==> src/rtl/mem_master_pkg.sv <==
// Shared definitions for the mem_master block: default sizes, FSM state
// encodings and request-source codes.
`timescale 1ns/1ps
package mem_master_pkg;

    localparam int DEF_ADDR_W    = 16;
    localparam int DEF_DATA_W    = 16;
    localparam int DEF_MEM_DEPTH = 1000;

    typedef enum logic [1:0] {
        IDLE   = 2'd0,
        ACCESS = 2'd1,
        RESP   = 2'd2
    } state_t;

    typedef enum logic {
        SRC_FETCH = 1'b0,
        SRC_LS    = 1'b1
    } src_t;

endpackage

==> src/rtl/mem_rr_arb.sv <==
// Two-requester alternating-priority arbiter. On a tie the source that did not
// win last time is granted; last_grant resets to FETCH so the first tie goes to LS.
`timescale 1ns/1ps
module mem_rr_arb
    import mem_master_pkg::*;
(
    input  logic clk,
    input  logic rst,
    input  logic i_en,
    input  logic i_req_fetch,
    input  logic i_req_ls,
    output logic o_gnt_fetch,
    output logic o_gnt_ls
);

    src_t r_last;

    always_comb begin
        // NOTE: every output gets a default first so no path leaves it unassigned (no latch).
        o_gnt_fetch = 1'b0;
        o_gnt_ls    = 1'b0;
        if (i_en) begin
            if (i_req_fetch && i_req_ls) begin
                o_gnt_ls    = (r_last == SRC_FETCH);
                o_gnt_fetch = (r_last == SRC_LS);
            end else begin
                o_gnt_fetch = i_req_fetch;
                o_gnt_ls    = i_req_ls;
            end
        end
    end

    // NOTE: sequential state uses non-blocking assignments so all flops update together.
    always_ff @(posedge clk or posedge rst) begin
        if (rst) begin
            r_last <= SRC_FETCH;
        end else if (o_gnt_fetch) begin
            r_last <= SRC_FETCH;
        end else if (o_gnt_ls) begin
            r_last <= SRC_LS;
        end
    end

endmodule

==> src/rtl/mem_master.sv <==
// CPU-side memory initiator: arbitrates fetch and load/store requests and runs
// IDLE -> ACCESS -> RESP per access. Optional macro: MEM_BOUNDS_CHECK_EN.
`timescale 1ns/1ps
module mem_master
    import mem_master_pkg::*;
#(
    parameter int ADDR_W    = DEF_ADDR_W,
    parameter int DATA_W    = DEF_DATA_W,
    parameter int MEM_DEPTH = DEF_MEM_DEPTH
) (
    input  logic              clk,
    input  logic              rst,
    input  logic              if_req,
    input  logic [ADDR_W-1:0] if_addr,
    output logic              if_ready,
    output logic              if_valid,
    output logic [DATA_W-1:0] if_data,
    input  logic              ls_req,
    input  logic              ls_we,
    input  logic [ADDR_W-1:0] ls_addr,
    input  logic [DATA_W-1:0] ls_wdata,
    output logic              ls_ready,
    output logic              ls_valid,
    output logic [DATA_W-1:0] ls_rdata,
    output logic              ls_fault,
    output logic [ADDR_W-1:0] mem_address,
    output logic [DATA_W-1:0] mem_data_in,
    output logic              mem_write_en,
    input  logic [DATA_W-1:0] mem_data_out,
    output logic              busy
);

    state_t            r_state, w_next;
    logic [ADDR_W-1:0] r_addr;
    logic [DATA_W-1:0] r_wdata;
    logic              r_we;
    src_t              r_src;
    logic [DATA_W-1:0] r_if_data, r_ls_rdata;
    logic              w_gnt_fetch, w_gnt_ls, w_oob;

    if (MEM_DEPTH < 1 || MEM_DEPTH > (1 << ADDR_W)) begin : g_depth_check
        $error("mem_master: MEM_DEPTH must fit in the address space");
    end

    mem_rr_arb u_arb (
        .clk         (clk),
        .rst         (rst),
        .i_en        (r_state == IDLE),
        .i_req_fetch (if_req),
        .i_req_ls    (ls_req),
        .o_gnt_fetch (w_gnt_fetch),
        .o_gnt_ls    (w_gnt_ls)
    );

`ifdef MEM_BOUNDS_CHECK_EN
    localparam logic [ADDR_W-1:0] LP_DEPTH = ADDR_W'(MEM_DEPTH);
    logic r_fault;

    assign w_oob    = (r_addr >= LP_DEPTH);
    assign ls_fault = (r_state == RESP) && r_fault;

    always_ff @(posedge clk or posedge rst) begin
        if (rst) begin
            r_fault <= 1'b0;
        end else if (r_state == ACCESS) begin
            r_fault <= w_oob;
        end
    end
`else
    assign w_oob    = 1'b0;
    assign ls_fault = 1'b0;
`endif

    always_comb begin
        w_next       = r_state;
        mem_address  = '0;
        mem_data_in  = '0;
        mem_write_en = 1'b0;
        case (r_state)
            IDLE:   if (w_gnt_fetch || w_gnt_ls) w_next = ACCESS;
            ACCESS: begin
                w_next       = RESP;
                mem_address  = r_addr;
                mem_data_in  = r_wdata;
                mem_write_en = r_we && !w_oob;
            end
            RESP:    w_next = IDLE;
            default: w_next = IDLE;
        endcase
    end

    always_ff @(posedge clk or posedge rst) begin
        if (rst) begin
            r_state <= IDLE;
        end else begin
            r_state <= w_next;
        end
    end

    // Request capture on grant; read data captured at the close of ACCESS.
    always_ff @(posedge clk or posedge rst) begin
        if (rst) begin
            r_addr     <= '0;
            r_wdata    <= '0;
            r_we       <= 1'b0;
            r_src      <= SRC_FETCH;
            r_if_data  <= '0;
            r_ls_rdata <= '0;
        end else if (r_state == IDLE && (w_gnt_fetch || w_gnt_ls)) begin
            r_addr  <= w_gnt_fetch ? if_addr : ls_addr;
            r_we    <= w_gnt_ls && ls_we;
            r_wdata <= (w_gnt_ls && ls_we) ? ls_wdata : '0;
            r_src   <= w_gnt_fetch ? SRC_FETCH : SRC_LS;
        end else if (r_state == ACCESS && !r_we) begin
            if (r_src == SRC_FETCH) begin
                r_if_data <= w_oob ? '0 : mem_data_out;
            end else begin
                r_ls_rdata <= w_oob ? '0 : mem_data_out;
            end
        end
    end

    assign if_ready = w_gnt_fetch;
    assign ls_ready = w_gnt_ls;
    assign if_valid = (r_state == RESP) && (r_src == SRC_FETCH);
    assign ls_valid = (r_state == RESP) && (r_src == SRC_LS);
    assign if_data  = r_if_data;
    assign ls_rdata = r_ls_rdata;
    assign busy     = (r_state != IDLE);

endmodule
==> config.mk <==
export PLATFORM = sky130hd
export DESIGN_NAME = mem_master
export DESIGN_NICKNAME = d
export VERILOG_FILES = /design/src/rtl/mem_master_pkg.sv /design/src/rtl/mem_rr_arb.sv /design/src/rtl/mem_master.sv
export SDC_FILE = /design/constraint.sdc
export NUM_CORES = 1
export LEC_CHECK = 0
export CAP_MARGIN = 20
export CORE_ASPECT_RATIO = 0.75
export CORE_MARGIN = 2
export CORE_UTILIZATION = 44
export DETAILED_ROUTE_END_ITERATION = 8
export PLACE_DENSITY_LB_ADDON = 0.12
export SLEW_MARGIN = 20
export SYNTH_ARGS = -nofsm -noshare
export SYNTH_HDL_FRONTEND = slang
export SYNTH_HIERARCHICAL = 1
export SYNTH_SLANG_ARGS = --single-unit
==> constraint.sdc <==
create_clock -name clk -period 3.75 [get_ports clk]
set_clock_uncertainty 0.2 [all_clocks]
set_input_delay 0.375 -clock clk [delete_from_list [all_inputs] [get_ports clk]]
set_output_delay 0.375 -clock clk [all_outputs]
set_load 0.005 [all_outputs]
# Yosys cells after proc, flatten, opt, wreduce, memory -nomap -nowiden

Cells that the tools add are included.

Word-level logic and storage cells: 41
Output and inout port bits: 71
Register bits: 69
Bits of input ports: 69

Equal/unequal tests: 3
Reductions and logical operators: 13
Multiplexer cells: 14
Bitwise logic cells: 3

Operators by type and width:

| operator                                                         | number |
|---|---|
| 16-bit two-way mux                                               | 4 |
| 1-bit two-way mux                                                | 8 |
| 1-bit logical AND                                                | 6 |
| 3-bit AND reduction                                              | 2 |
| 2-bit one-hot mux with 2 select lines                            | 1 |
| 2-bit nonzero test                                               | 2 |
| 1-bit NOT                                                        | 3 |
| 2-bit by 1-bit == test with 1-bit output (second input constant) | 1 |
| 2-bit == test (second input constant)                            | 1 |
| 2-bit logical NOT                                                | 1 |
| 2-bit two-way mux                                                | 1 |
| 2-bit inequality test (second input constant)                    | 1 |
| 1-bit logical NOT                                                | 1 |
| 1-bit logical OR                                                 | 1 |

# Depth between registers and ports, before layout

Gate-level depths: netlist (run 1).

Word-level depth: 7
Depth in mapped cells: 7
Depth with buffers taken out: 5

# Cells and area by module

Netlist (run 1), hierarchy kept.

By module, submodules not included:

| module     | area an instance (um^2) | cells an instance | times used | sequential area each (um^2) |
|---|---|---|---|---|
| mem_master | 2960.3                  | 209               | 1          | 1701.6 |
| mem_rr_arb | 65.1                    | 9                 | 1          | 25.0 |

# Worst setup path after synthesis (run 1)

No wires, ideal clock.

Path kind: reg2reg
Start point: register r_state[0]
End point: register r_addr[15]
Data required time: 3.425 ns
Path buffers: 2
Cell stages (with the launch flop): 8
Arrival: 2.072 ns
Library setup time: 0.125 ns
Clock period less this slack: 2.397 ns
Setup slack: 1.353 ns
Path through: dfrtp_1 > nor2_1 > nand2_1 > a21oi_1 > buf_2 > clkbuf_1 > mux2_2 > mux2_2

Longest elaborated chain between the ends: 4
Elaborated cells between the ends (all ways): 6
Classes of those cells: 3 x mux; 3 x reduce/logical

RTL lines:

| what                     | line              | text |
|---|---|---|
| start: declaration       | mem_master.sv:33  | `state_t r_state, w_next;` |
| start signal: assignment | mem_master.sv:96  | `r_state <= w_next;` |
| 2-bit logical NOT (*)    | mem_master.sv:48  | `.i_en (r_state == IDLE),` |
| 1-bit two-way mux (*)    | mem_rr_arb.sv:22  | `if (i_en) begin` |
| net if_ready             | mem_master.sv:15  | `output logic if_ready,` |
| 1-bit logical OR         | mem_master.sv:109 | `end else if (r_state == IDLE && (w_gnt_fetch \|\| w_gnt_ls)) begin` |
| 1-bit logical AND        | mem_master.sv:109 |  |
| end signal: assignment   | mem_master.sv:110 | `r_addr <= w_gnt_fetch ? if_addr : ls_addr;` |
| end: declaration         | mem_master.sv:34  | `logic [ADDR_W-1:0] r_addr;` |

The timed path passes the listed nets; every way through them passes the cells marked *.
A chain may end at the register's enable or synchronous reset.

# Worst setup path in the final report (run 1)

Start point: register r_state[0]
End point: output ls_ready

Longest elaborated chain between the ends: 2

RTL lines:

| what              | line             | text |
|---|---|---|
| 2-bit logical NOT | mem_master.sv:48 |  |
| 1-bit two-way mux | mem_rr_arb.sv:22 |  |
| end: declaration  | mem_master.sv:22 | `output logic ls_ready,` |

No other way between the ends.

==> reports/metrics.csv, run 1 <==
metric;value;unit
status;completed;
Post-Route WL;6940;um
fin crit share;75.4;%
Max Cap Violations;0;
number of synthesis warnings;6;
vias in the first global route;2153;
register area share after synthesis;57.1;%
DRC;0;
Final Hold Fails;0;
leakage;1.98;nW
Iteration-0 DRC Markers;54;
I/O pin cnt;140;
Worst-path clk slew;0.07;ns
Synth Net Count;287;
startpoint class of the critical path;register;
Setup Fix Bufs, Post-CTS;0;
leading area contributor after synthesis;dfrtp_1;
WL/cell;15.6;um
Tmin final;2.83;ns
Final ANT Viol Nets;0;
Area Overhead vs Synth;54.1;%
Yosys cell types;21;
Max transition margin;33.1;%
hold buffers post-CTS;0;
die height;75.8;um
total clock sinks;69;
ranking of synthesized cells by area;dfrtp_1, mux2_2, and2_1;
Core Region;6730;um2
Tot GR Track Use;18.8;%
vias;2193;
Slew @ Worst Pin;1.00;ns
Max Clock Freq;354;MHz
crit end category;output pin;
FP Rows;26;
DR pass1 iterations;4;
IO buf count;138;
CP max FO;6;
multi-input combinational cell area;1210;um2
Post-Synthesis Cell Area;3030;um2
post-CTS resize count;0;
Mapped Avg Cell Area;13.9;um2
diode count;0;
clock root buffer;clkbuf_8;
min-delay worst type;in2async;
Yosys top cell area share;57.1;%
Syn Inst Count;218;
initial antenna violation count;0;
Total Neg Setup Slack;0;ns
CTS Buf Count;9;
# setup viols final;0;
placer congestion estimate;0.739;
Min Hold Slack;0.0259;ns
RSZ-0062 raised after global routing;false;
Synth Register Bits;69;
Post-DP HPWL;5130;um
register area;1730;um2
via-per-instance ratio;4.92;
fin util;69.2;%
clock buffer depth;2;
WP data required;3.17;ns
Die Wd;99.8;um
worst skew pair latency;0.34;ns
pwr/cell area;735;nW/um2
final max-slew violation count;0;
Die ar.;7560;um2
GRT overflow;0;
H-Tree Depth;3;
Crit Path Category;reg2out;
share of post-route cells with drive strength above 1;24.3;%
CTS tree;built;
Layout Nets;426;
Worst Path Arrival;2.25;ns
Initial Utilization;44.9;%
Peak supply drop;0.501;mV
first-pass GRT wire length;10800;um
largest net degree at the start of global routing;37;
Fillers;512;
-- metrics by stage --
stage | power [mW] | cells | setup slack (ns) | instance area, um2
floorplan | 2.10 | 218 | 1.35 | 3030
global placement | 2.84 | 430 | 0.992 | 4470
detailed placement | 2.88 | 430 | 0.970 | 4470
CTS | 3.48 | 446 | 0.908 | 4660
global route | 3.66 | 446 | 0.763 | 4660
finish | 3.43 | 446 | 0.924 | 4660
-- flip-flops by register name, summed over array words and instances (netlist names) --
| name | cells |
|---|---|
| if_data | 16 |
| r_src | 1 |
| r_addr | 16 |
| r_we | 1 |
| ls_rdata | 16 |
| r_wdata | 16 |
| u_arb/r_last | 1 |
| r_state | 2 |
-- cells in the final DEF, fill, tap and decap left out, drive strengths merged --
master         synthesis  routed
mux2i                  1       1
bufinv                 0       1
nand2                  2       2
clkinv                 0       4
and3                   2       2
conb                   1       1
and2                  33      33
inv                    6       6
nor3b                  4       4
clkdlybuf4s50          0     138
clkbuf                 4      11
and2b                  1       1
buf                    9       3
mux2                  64      64
a21o                   1       1
a22o                  16      16
dfrtp                 69      69
a21oi                  3       3
nor2                   1       1
o21ai                  1       1
-- logic make-up (layout without fill, tap and decap cells) --
logic type	count (synthesis)	count (layout)	share of synthesized area, %
DFF	69	69	57.1
and+or+nand+nor	43	43	9.64
buffers and inverters	19	163	3.23
muxes	65	65	24.2
other	1	1	0.124
AOI/OAI and AO/OA	21	21	5.79
-- where the power goes --
group | internal [mW] | total, mW | leakage [nW] | switching, mW
Clock | 0.310 | 0.586 | 0.0975 | 0.276
Combinational | 1.01 | 1.53 | 1.04 | 0.522
Sequential | 1.12 | 1.32 | 0.848 | 0.192
-- area by class of cell --
cell class                 count  share of cell area [%]
sequential                    69                    37.0
timing repair buffer         141                    30.1
multi-input combinational    130                    26.0
clock buffer                  11                    2.82
tap                           84                    2.25
clock inverter                 5                    1.31
inverter                       6                   0.483
-- Yosys cell counts --
cell type / number
buf_4: 1
conb_1: 1
and3_1: 2
a21oi_1: 2
dfrtp_1: 69
nand2_1: 2
nor3b_4: 2
buf_6: 2
buf_2: 6
a21o_1: 1
inv_1: 6
o21ai_2: 1
a22o_1: 16
mux2_2: 64
and2_1: 33
mux2i_1: 1
and2b_2: 1
nor3b_1: 2
clkbuf_1: 4
a21oi_2: 1
nor2_1: 1
-- critical path: stages, from the launching register on --
cell             delay [ns]
dfrtp_1                0.41
nor2_1                 0.40
nand2_1                0.18
a21oi_1                0.35
clkdlybuf4s50_1        0.58
-- final timing paths --
check / cells past startpoint / to / slack, ns / start
max: 4 / ls_ready / 0.92 / r_state[0]
min: 2 / u_arb/r_last / 0.03 / rst
max reg2reg: 6 / r_addr[0] / 1.16 / r_state[0]
min reg2reg: 1 / r_wdata[15] / 0.30 / r_wdata[15]
max in group asynchronous: 3 / r_addr[7] / 2.35 / rst
min in group clk: 1 / r_wdata[15] / 0.30 / r_wdata[15]
-- per-layer routing --
layer / global-route usage (%) / up-vias / wire [um]
met2: 30.0 / 82 / 3310
met5: 0 / - / 0
met4: 4.11 / 0 / 53
li1: - / 1038 / -
met1: 23.3 / 1068 / 2940
met3: 9.63 / 5 / 633
(Power assumes the default switching activity.)
==> run 2: changes to the inputs <==
- CORE_UTILIZATION: 44 -> 41
- clock period: 3.75 -> 2.6 ns (I/O delays scaled with it)
==> reports/metrics.csv, run 2 (synthesized netlist as in run 1, its figures left out) <==
metric;value;unit;change
min-delay worst type;reg2reg;;was in2async
DRC;0;;unchanged
RR Endpoint;if_data[9];;was r_addr[0]
Max Cap Violations;0;;unchanged
Total Neg Setup Slack;0;ns;unchanged
final max-slew violation count;0;;unchanged
commonest cells after routing, fill and taps aside;clkdlybuf4s50_1, dfrtp_1, mux2_2;;unchanged
Post-DP HPWL;5150;um;was 5130 um
total clock sinks;69;;unchanged
Max transition margin;48.9;%;was 33.1%
WL/cell;15.2;um;was 15.6 um
Slew @ Worst Pin;0.764;ns;was 1.00 ns
leakage;2.01;nW;was 1.98 nW
Tot GR Track Use;18.5;%;was 18.8%
H-Tree Depth;3;;unchanged
vias;2181;;was 2193
startpoint class of the critical path;register;;unchanged
die height;78.4;um;was 75.8 um
first-pass GRT wire length;11400;um;was 10800 um
pwr/cell area;1050;nW/um2;was 735 nW/um2
pre-CTS setup slack;0.303;ns;was 0.970 ns
crit path launch;r_state[0];;unchanged
Die Wd;103;um;was 99.8 um
hold path start;r_addr[6];;
R2R setup slack;0.50;ns;was 1.16 ns
RSZ-0062 raised after global routing;false;;unchanged
via-per-instance ratio;4.64;;was 4.92
Core Region;7230;um2;was 6730 um2
Worst Setup EP;if_ready;;was ls_ready
clock buffer depth;2;;unchanged
# setup viols final;0;;unchanged
Area Overhead vs Synth;56.7;%;was 54.1%
Initial Utilization;41.8;%;was 44.9%
Peak supply drop;0.617;mV;was 0.501 mV
commonest non-fill, non-tap cell in the layout;clkdlybuf4s50_1;;unchanged
Setup Fix Bufs, Post-CTS;0;;unchanged
GRT overflow;0;;unchanged
Tmin final;2.43;ns;
setup ws final;0.170;ns;was 0.924 ns
Max Clock Freq;412;MHz;
Worst-path clk slew;0.07;ns;about the same
FP Rows;27;;was 26
vias in the first global route;2369;;was 2153
crit end category;output pin;;unchanged
initial antenna violation count;0;;unchanged
Crit Path Category;reg2out;;unchanged
Reg2Reg Depth;4;;was 6
Final ANT Viol Nets;0;;unchanged
Fillers;599;;was 512
Final Hold Fails;0;;unchanged
CTS tree;built;;unchanged
Worst Path Arrival;1.97;ns;was 2.25 ns
Post-Route WL;7130;um;was 6940 um
clock root buffer;clkbuf_8;;unchanged
I/O pin cnt;140;;unchanged
share of post-route cells with drive strength above 1;26.0;%;was 24.3%
Worst R2R Start;r_state[1];;was r_state[0]
status;completed;;unchanged
IO buf count;138;;unchanged
largest net degree at the start of global routing;69;;was 37
WP data required;2.14;ns;was 3.17 ns
Layout Nets;433;;was 426
fin crit share;93.5;%;
CTS Buf Count;9;;unchanged
Iteration-0 DRC Markers;82;;was 54
placer congestion estimate;0.741;;was 0.739
DR pass1 iterations;4;;unchanged
CP max FO;8;;was 6
Die ar.;8090;um2;was 7560 um2
diode count;0;;unchanged
worst skew pair latency;0.32;ns;was 0.34 ns
run 2: changes by cell type in the layout (fill, tap and decap cells not counted), moves of 2 or more:
cell / before / now
buf_4: 3 / 8
clkbuf_8: 9 / 11
clkinv_2: 1 / 3
clkinv_4: 3 / 0
run 2: area by class of cell:
type / instances / area (um2) / area share (%)
clock buffer: 12 / 155 / 3.27
clock inverter: 4 / 22.5 / 0.475
inverter: 6 / 22.5 / 0.475
multi-input combinational: 130 / 1220 / 25.7
sequential: 69 / 1730 / 36.4
tap: 101 / 126 / 2.67
timing repair buffer: 148 / 1470 / 31.0
run 2: power by group:
group	leakage [nW]	total (mW)	internal [mW]	switching [mW]
Combinational	1.07	2.29	1.51	0.780
Clock	0.0921	0.767	0.394	0.373
Sequential	0.848	1.90	1.62	0.282
run 2: per-stage QoR:
| stage | cell area [um2] | hold slack [ns] | total power, mW | util [%] | instances |
|---|---|---|---|---|---|
| 5_1_grt | 4740 | 0.311 | 5.31 | 65.6 | 470 |
| 2_1_floorplan | 3030 | -0.211 | 3.03 | - | 218 |
| 3_3_place_gp | 4550 | 0.250 | 4.15 | 62.9 | 453 |
| 6_report | 4740 | 0.301 | 4.96 | 65.6 | 470 |
| 3_5_place_dp | 4550 | 0.265 | 4.23 | 62.9 | 453 |
| 4_1_cts | 4740 | 0.300 | 5.02 | 65.5 | 470 |
run 2: metal layers:
metal | share of wire [%] | global-route usage (%)
met5 | 0 | 0
met1 | 45 | 24.0
met4 | 0.42 | 5.39
met3 | 6.0 | 5.43
met2 | 49 | 29.9
run 2: worst min-delay path by stage:
stage | slack [ns] | depth (start not counted) | end
6_report | 0.30 | 1 | r_addr[6]
3_5_place_dp | 0.27 | 2 | u_arb/r_last
5_1_grt | 0.31 | 1 | r_wdata[14]
4_1_cts | 0.30 | 1 | r_addr[3]
2_1_floorplan | -0.21 | 1 | u_arb/r_last
3_3_place_gp | 0.25 | 2 | u_arb/r_last
run 2: repair_timing:
action / 4_1_cts / 5_1_grt
resized for setup: 0 / 2
endpoints found under the setup margin: 0 / 32
hold buffers: 1 / 0
endpoints found under the hold margin: 1 / 0
run 2: critical path: stages (launching register included):
cell	delay, ns
dfrtp_1	0.42
nor2_2	0.19
nand2_1	0.08
a21oi_2	0.22
buf_4	0.22
clkdlybuf4s50_1	0.51
==> run 3: changes to the inputs <==
- SLEW_MARGIN: 20 -> not set
==> results of run 3 <==
No change in the layout: final DEF, timing and power equal those of run 2.
